--- src/rtl/adc_avg_fifo_pkg.sv ---
// Shared defaults, derived widths and the ADC code type for the decimating averager.
// Latency: n/a (types and constants only).
// Backpressure: n/a.
package adc_avg_fifo_pkg;

    localparam int DEF_NBITS        = 6;
    localparam int DEF_MAX_LOG2_AVG = 4;
    localparam int DEF_DEPTH        = 8;

    localparam int ACC_W = DEF_NBITS + DEF_MAX_LOG2_AVG;
    localparam int PTR_W = $clog2(DEF_DEPTH);
    localparam int LVL_W = PTR_W + 1;
    localparam int K_W   = $clog2(DEF_MAX_LOG2_AVG + 1);

    typedef logic [DEF_NBITS-1:0] adc_code_t;

endpackage

--- src/rtl/adc_avg_fifo_mem.sv ---
// Synchronous FIFO for block averages; head is shown combinationally from storage.
// Latency: a push is visible at the head one cycle later when the FIFO was empty.
// Backpressure: a push into a full FIFO lands only if a pop happens in the same cycle.
module adc_avg_fifo_mem #(
    parameter  int W     = 6,
    parameter  int DEPTH = 8,
    localparam int PW    = $clog2(DEPTH),
    localparam int LW    = PW + 1
) (
    input  logic          clk_i,
    input  logic          rst_ni,
    input  logic          clear_i,
    input  logic          push_i,
    input  logic [W-1:0]  data_i,
    input  logic          pop_i,
    output logic [W-1:0]  data_o,
    output logic          valid_o,
    output logic          full_o,
    output logic [LW-1:0] level_o
);

    logic [W-1:0]  mem_q [DEPTH];
    logic [PW-1:0] wr_ptr_q;
    logic [PW-1:0] rd_ptr_q;
    logic [LW-1:0] level_q;
    logic          empty;
    logic          do_pop;
    logic          do_push;

    assign empty   = (level_q == '0);
    assign full_o  = (level_q == LW'(DEPTH));
    assign do_pop  = pop_i && !empty;
    // When full, the slot being popped is the one written, so the new entry ends up last.
    assign do_push = push_i && (!full_o || do_pop);

    always_ff @(posedge clk_i or negedge rst_ni) begin
        if (!rst_ni) begin
            wr_ptr_q <= '0;
            rd_ptr_q <= '0;
            level_q  <= '0;
        end else if (clear_i) begin
            wr_ptr_q <= '0;
            rd_ptr_q <= '0;
            level_q  <= '0;
        end else begin
            if (do_push) wr_ptr_q <= wr_ptr_q + PW'(1);
            if (do_pop)  rd_ptr_q <= rd_ptr_q + PW'(1);
            level_q <= level_q + LW'(do_push) - LW'(do_pop);
        end
    end

    always_ff @(posedge clk_i) begin
        if (do_push && !clear_i) mem_q[wr_ptr_q] <= data_i;
    end

    assign valid_o = !empty;
    assign data_o  = empty ? '0 : mem_q[rd_ptr_q];
    assign level_o = level_q;

endmodule

--- src/rtl/adc_avg_fifo.sv ---
// Sums blocks of 2^k ADC codes, pushes each average into a FIFO; ADC_AVG_WINDOW_EN adds a sticky window alarm.
// Latency: block average at FIFO head one cycle after the completing sample (FIFO empty).
// Backpressure: valid/ready on the output; averages arriving at a full, unpopped FIFO are dropped and flagged.
module adc_avg_fifo #(
    parameter int NBITS        = adc_avg_fifo_pkg::DEF_NBITS,
    parameter int MAX_LOG2_AVG = adc_avg_fifo_pkg::DEF_MAX_LOG2_AVG,
    parameter int DEPTH        = adc_avg_fifo_pkg::DEF_DEPTH
) (
    input  logic                               clk_i,
    input  logic                               rst_ni,
    input  logic                               enable_i,
    input  logic                               clear_i,
    input  logic [$clog2(MAX_LOG2_AVG+1)-1:0]  avg_log2_i,
    input  logic [NBITS-1:0]                   adc_value_i,
    input  logic                               adc_valid_i,
    output logic [NBITS-1:0]                   data_o,
    output logic                               valid_o,
    input  logic                               ready_i,
    output logic [$clog2(DEPTH):0]             level_o,
`ifdef ADC_AVG_WINDOW_EN
    input  logic [NBITS-1:0]                   thr_lo_i,
    input  logic [NBITS-1:0]                   thr_hi_i,
    output logic                               alarm_o,
`endif
    output logic                               overflow_o
);

    import adc_avg_fifo_pkg::*;

    localparam int AW = NBITS + MAX_LOG2_AVG;
    localparam int KW = $clog2(MAX_LOG2_AVG + 1);
    localparam int CW = (MAX_LOG2_AVG > 0) ? MAX_LOG2_AVG : 1;

    logic [AW-1:0]    acc_q;
    logic [CW-1:0]    cnt_q;
    logic [KW-1:0]    k_q;
    logic             ovf_q;

    logic             accept;
    logic [KW-1:0]    k_in;
    logic [KW-1:0]    k_eff;
    logic             last;
    logic [AW-1:0]    sum;
    logic [NBITS-1:0] avg;
    logic             avg_vld;
    logic             fifo_full;
    logic             drop;

    assign accept = enable_i && adc_valid_i && !clear_i;
    assign k_in   = (avg_log2_i > KW'(MAX_LOG2_AVG)) ? KW'(MAX_LOG2_AVG) : avg_log2_i;
    // The first sample of a block uses the exponent it latches, not the stale k_q.
    assign k_eff  = (cnt_q == '0) ? k_in : k_q;
    assign last   = (cnt_q == CW'((32'd1 << k_eff) - 32'd1));
    assign sum    = acc_q + AW'(adc_value_i);
    assign avg    = NBITS'(sum >> k_eff);

    assign avg_vld = accept && last;
    assign drop    = avg_vld && fifo_full && !ready_i;

    always_ff @(posedge clk_i or negedge rst_ni) begin
        if (!rst_ni) begin
            acc_q <= '0;
            cnt_q <= '0;
            k_q   <= '0;
            ovf_q <= 1'b0;
        end else if (clear_i) begin
            acc_q <= '0;
            cnt_q <= '0;
            ovf_q <= 1'b0;
        end else if (accept) begin
            if (cnt_q == '0) k_q <= k_in;
            if (last) begin
                acc_q <= '0;
                cnt_q <= '0;
            end else begin
                acc_q <= sum;
                cnt_q <= cnt_q + CW'(1);
            end
            if (drop) ovf_q <= 1'b1;
        end
    end

    assign overflow_o = ovf_q;

`ifdef ADC_AVG_WINDOW_EN
    logic alarm_q;

    // Dropped averages are still judged against the window.
    always_ff @(posedge clk_i or negedge rst_ni) begin
        if (!rst_ni) begin
            alarm_q <= 1'b0;
        end else if (clear_i) begin
            alarm_q <= 1'b0;
        end else if (avg_vld && ((avg < thr_lo_i) || (avg > thr_hi_i))) begin
            alarm_q <= 1'b1;
        end
    end

    assign alarm_o = alarm_q;
`endif

    adc_avg_fifo_mem #(
        .W     (NBITS),
        .DEPTH (DEPTH)
    ) u_mem (
        .clk_i   (clk_i),
        .rst_ni  (rst_ni),
        .clear_i (clear_i),
        .push_i  (avg_vld),
        .data_i  (avg),
        .pop_i   (ready_i),
        .data_o  (data_o),
        .valid_o (valid_o),
        .full_o  (fifo_full),
        .level_o (level_o)
    );

endmodule

--- config.mk ---
export PLATFORM = sky130hd
export DESIGN_NAME = adc_avg_fifo
export DESIGN_NICKNAME = d
export VERILOG_FILES = /design/src/rtl/adc_avg_fifo_pkg.sv /design/src/rtl/adc_avg_fifo_mem.sv /design/src/rtl/adc_avg_fifo.sv
export SDC_FILE = /design/constraint.sdc
export NUM_CORES = 1
export LEC_CHECK = 0
export CAP_MARGIN = 20
export CORE_ASPECT_RATIO = 0.5
export CORE_MARGIN = 5
export CORE_UTILIZATION = 66
export CTS_BUF_LIST = sky130_fd_sc_hd__clkbuf_2 sky130_fd_sc_hd__clkbuf_4 sky130_fd_sc_hd__clkbuf_8
export DETAILED_ROUTE_END_ITERATION = 16
export DONT_BUFFER_PORTS = 1
export PLACE_DENSITY_LB_ADDON = 0.3
export SLEW_MARGIN = 15
export SYNTH_ARGS = -nofsm -noshare
export SYNTH_HDL_FRONTEND = slang
export SYNTH_SLANG_ARGS = --single-unit
--- constraint.sdc ---
create_clock -name clk_i -period 4.9 [get_ports clk_i]
set_input_delay 0.735 -clock clk_i [delete_from_list [all_inputs] [get_ports clk_i]]
set_output_delay 0.735 -clock clk_i [all_outputs]
set_load 0.05 [all_outputs]
==> results_dict.tcl <==
set metrics [dict create \
    switching_share_pct 39.4 \
    crit_fanout 16 \
    synth_enable_flop_cells 48 \
    critPathKind "flip-flop to flip-flop" \
    dieHeight_um 66.9 \
    grt_overflow 0 \
    cts-root-buf "clkbuf_8" \
    crit_path_top_delay_cell "nor3b_4" \
    cap_violations 0 \
    ctsResizeCount 0 \
    synth_area_leaders "edfxtp_1, dfrtp_1, mux4_2" \
    vdd_drop_max_v 0.000244 \
    initial_core_util_pct 69.1 \
    synth_top_cell_area_share_pct 33.7 \
    rows 20 \
    cts_max_level 3 \
    globalplace.congestion 0.971 \
    hold_buffers 0 \
    status "finished clean" \
    intPower_w 0.00121 \
    p_per_area_mw_per_mm2 441 \
    final_area_mm2 0.00454 \
    drv_slew 0 \
    synth-simple-area-share_pct 13.6 \
    via_count 2968 \
    yosys_warnings 0 \
    cts_setup_buffers 0 \
    synth_compound_area_share_pct 13.9 \
    ant_nets 0 \
    core_mm2 0.00618 \
    crit_buf_inv 2 \
    cp_slowest_stage_delay_ps 520 \
    antenna_found_initial 0 \
    grt_pass1_wl_um 14600 \
    io_pins 27 \
    synth_seq_cells 76 \
    cts_tree "built" \
    share_comb_of_total_power_pct 33.3 \
    power_frac_clock_pct 23.8 \
    leakage_nw 1.72 \
    hold_class "input pin to asynchronous set/reset pin" \
    end_kind "flip-flop" \
    worst_path_dominant_cell_family "simple AND/OR/NAND/NOR gates" \
    cp_cell_sequence "inv_1 > ha_1 > nor3b_4 > mux2i_1 > buf_4 > or2_2 > ha_1 > xnor2_1 > or3b_1 > a2111o_1 > or3_4 > nor3_2" \
    area_growth_pct 6.15 \
    synth_nets 396 \
    via_per_inst 6.55 \
    die_w_um 124 \
    synth_adder_area_share_pct 5.91 \
    grt_usage_pct 23.8 \
    total_power_w 0.00200 \
    avgSynthCellArea_um2 11.8 \
    cts_buffer_depth 2 \
    clock_latency_ps 350 \
    clock-sinks 76 \
    crit_arrival_ps 4430 \
    timing.final.crit_share_pct 90.3 \
    drt_iter0_markers 342 \
    grt_pass1_vias 2916 \
    fin_nets 394 \
    synthFlopType "edfxtp_1" \
    dp_hpwl_um 6490 \
    placedInstanceArea_mm2 0.00434 \
    drc_errors 0 \
    die-area_mm2 0.00828 \
    synth_area_mm2 0.00427 \
    cp_common_cell "ha_1" \
    min_period_ps 4420 \
    synth-xor-area-share_pct 2.05 \
    worstMarginPinSlew_ps 938 \
    yosys.cell_types.count 64 \
    synth-seq-area-share_pct 50.1 \
    muxShareOfSynthArea_pct 10.9 \
    setup_violations 0 \
    syn-instance-count 362 \
    clock.fmax_ghz 0.226 \
    holdWs_ps 67.3 \
    routedWlPerCell_um 19.7 \
    cts_buffers 9 \
    synth_top_family_by_area "compound AO/OA/AOI/OAI gates" \
    fin_tns_setup_ps 0 \
    crit_required_ps 4900 \
    grt_start_max_net_pins 29 \
    hold_viol_final 0 \
    path_clk_slew_ps 80 \
    p_sw_w 0.000790 \
    diodes 0 \
    firstDrtPassIters 8 \
    cp-start-kind "flip-flop" \
    seqPwrFrac_pct 43.0 \
    slew_headroom_pct 37.5 \
    yosysTopAreaCell "edfxtp_1" \
    async_reset_ff_share_pct 36.8 \
    rsz0062_at_grt "no" \
    routed_wl_um 8940 \
    drive_gt1_share_pct 13.4 \
    skew_ps 5.51 \
    placement.io_buffers 0 \
]
power groups by stage:
stage | clock network (W) | registers [W] | logic, W
finish | 0.000476 | 0.000861 | 0.000666
global route | 0.000517 | 0.000872 | 0.000724
CTS | 0.000479 | 0.000862 | 0.000667
detailed placement | 0 | 0.000875 | 0.000652
global placement | 0 | 0.000872 | 0.000622
floorplan | 0 | 0.000831 | 0.000578
Yosys cell counts, types with 2 or more instances:
library cell	instances
a211oi_1	4
a21o_1	7
a21oi_1	14
a22o_1	6
a311oi_1	5
a31o_2	2
and2_1	2
buf_1	3
clkbuf_1	12
dfrtp_1	28
edfxtp_1	48
fa_1	2
ha_1	17
inv_1	19
mux2_2	4
mux2i_1	15
mux4_2	12
nand2_1	18
nand2b_1	3
nand3_1	9
nand3b_1	3
nor2_1	29
nor2b_1	7
nor3_1	12
nor3b_1	3
nor4b_1	2
o211ai_1	5
o21ai_0	15
o31ai_1	5
o32ai_1	5
or2_2	3
or3_1	3
xnor2_1	6
xor2_1	4
state kept, by name (all words and copies together) (netlist names):
name,count
k_q,3
u_mem.level_o,4
acc_q,10
u_mem.rd_ptr_q,3
cnt_q,4
u_mem.mem_q,48
u_mem.wr_ptr_q,3
overflow_o,1
area by class of cell:
type | count | area (um^2)
clock inverters | 6 | 63.8
inverters | 19 | 71.3
multi-input cells | 249 | 1980
fillers | 408 | 1640
repair buffers | 5 | 37.5
well taps | 88 | 110
clock buffers | 10 | 131
flip-flops and latches | 76 | 2140
layout by cell type (no fill, tap or decap), types with 2 or more instances in the layout:
cell type and n:
o211ai_1 5, and2_1 2, nand2b_1 3, xor2_1 4, inv_1 19, dfrtp_1 28
mux2i_1 15, nor4b_1 2, a21o_1 7, buf_4 5, xnor2_1 6, clkinv_2 2
nand3_1 9, o32ai_1 5, nor2b_1 7, clkinvlp_4 2, or3_1 3, fa_1 2
o31ai_1 5, nand3b_1 3, mux4_2 12, a211oi_1 4, ha_1 17, mux2_2 4
nor3b_1 3, nor2_1 29, or2_2 3, a21oi_1 14, clkbuf_8 9, a311oi_1 5
o21ai_0 15, a22o_1 6, nand2_1 18, edfxtp_1 48, nor3_1 12, a31o_2 2
routing by layer:
metal	global-route usage (%)	vias to the layer above	share of wire (%)
met5	0	-	0
met4	6.07	0	1.7
met3	7.38	21	7.4
met2	38.0	127	46
met1	31.8	1443	45
li1	-	1377	-
logic make-up after synthesis:
kind of cell | Yosys count
buf+inv | 37
mux | 31
simple gates | 107
xor+xnor | 10
fa+ha+maj | 19
flops | 76
compound gates | 82
stage by stage:
step,worst slack (ps),utilization (%),std cells
global route,234,73.4,453
detailed placement,496,70.2,437
global placement,701,70.2,437
floorplan,774,-,362
CTS,486,73.4,453
finish,477,73.4,453
worst reg2reg max path, delay by kind of cell (launching register included):
kind / cells / cell delay [ps]
xor gates and xnor gates: 1 / 190
adders and majority gates: 2 / 430
DFF: 1 / 460
and+or+nand+nor: 5 / 2040
buffers and inverters: 2 / 300
muxes: 1 / 160
AOI/OAI and AO/OA: 1 / 500
final timing paths:
kind	startpoint	to	slack, ps	cells past startpoint
min in group clk_i	clear_i	u_mem.wr_ptr_q[1]$_DFFE_PN0P_	440	1
hold / removal	rst_ni	acc_q[2]$_DFFE_PN0P_	70	0
setup / recovery	cnt_q[0]$_DFFE_PN0P_	u_mem.mem_q[0][4]$_DFFE_PP_	480	12
setup reg to reg	cnt_q[0]$_DFFE_PN0P_	u_mem.mem_q[0][4]$_DFFE_PP_	480	12
hold reg to reg	acc_q[3]$_DFFE_PN0P_	acc_q[3]$_DFFE_PN0P_	530	1
max in group asynchronous	rst_ni	k_q[0]$_DFFE_PN0P_	4750	0
Power figures use the tool's default switching activity.
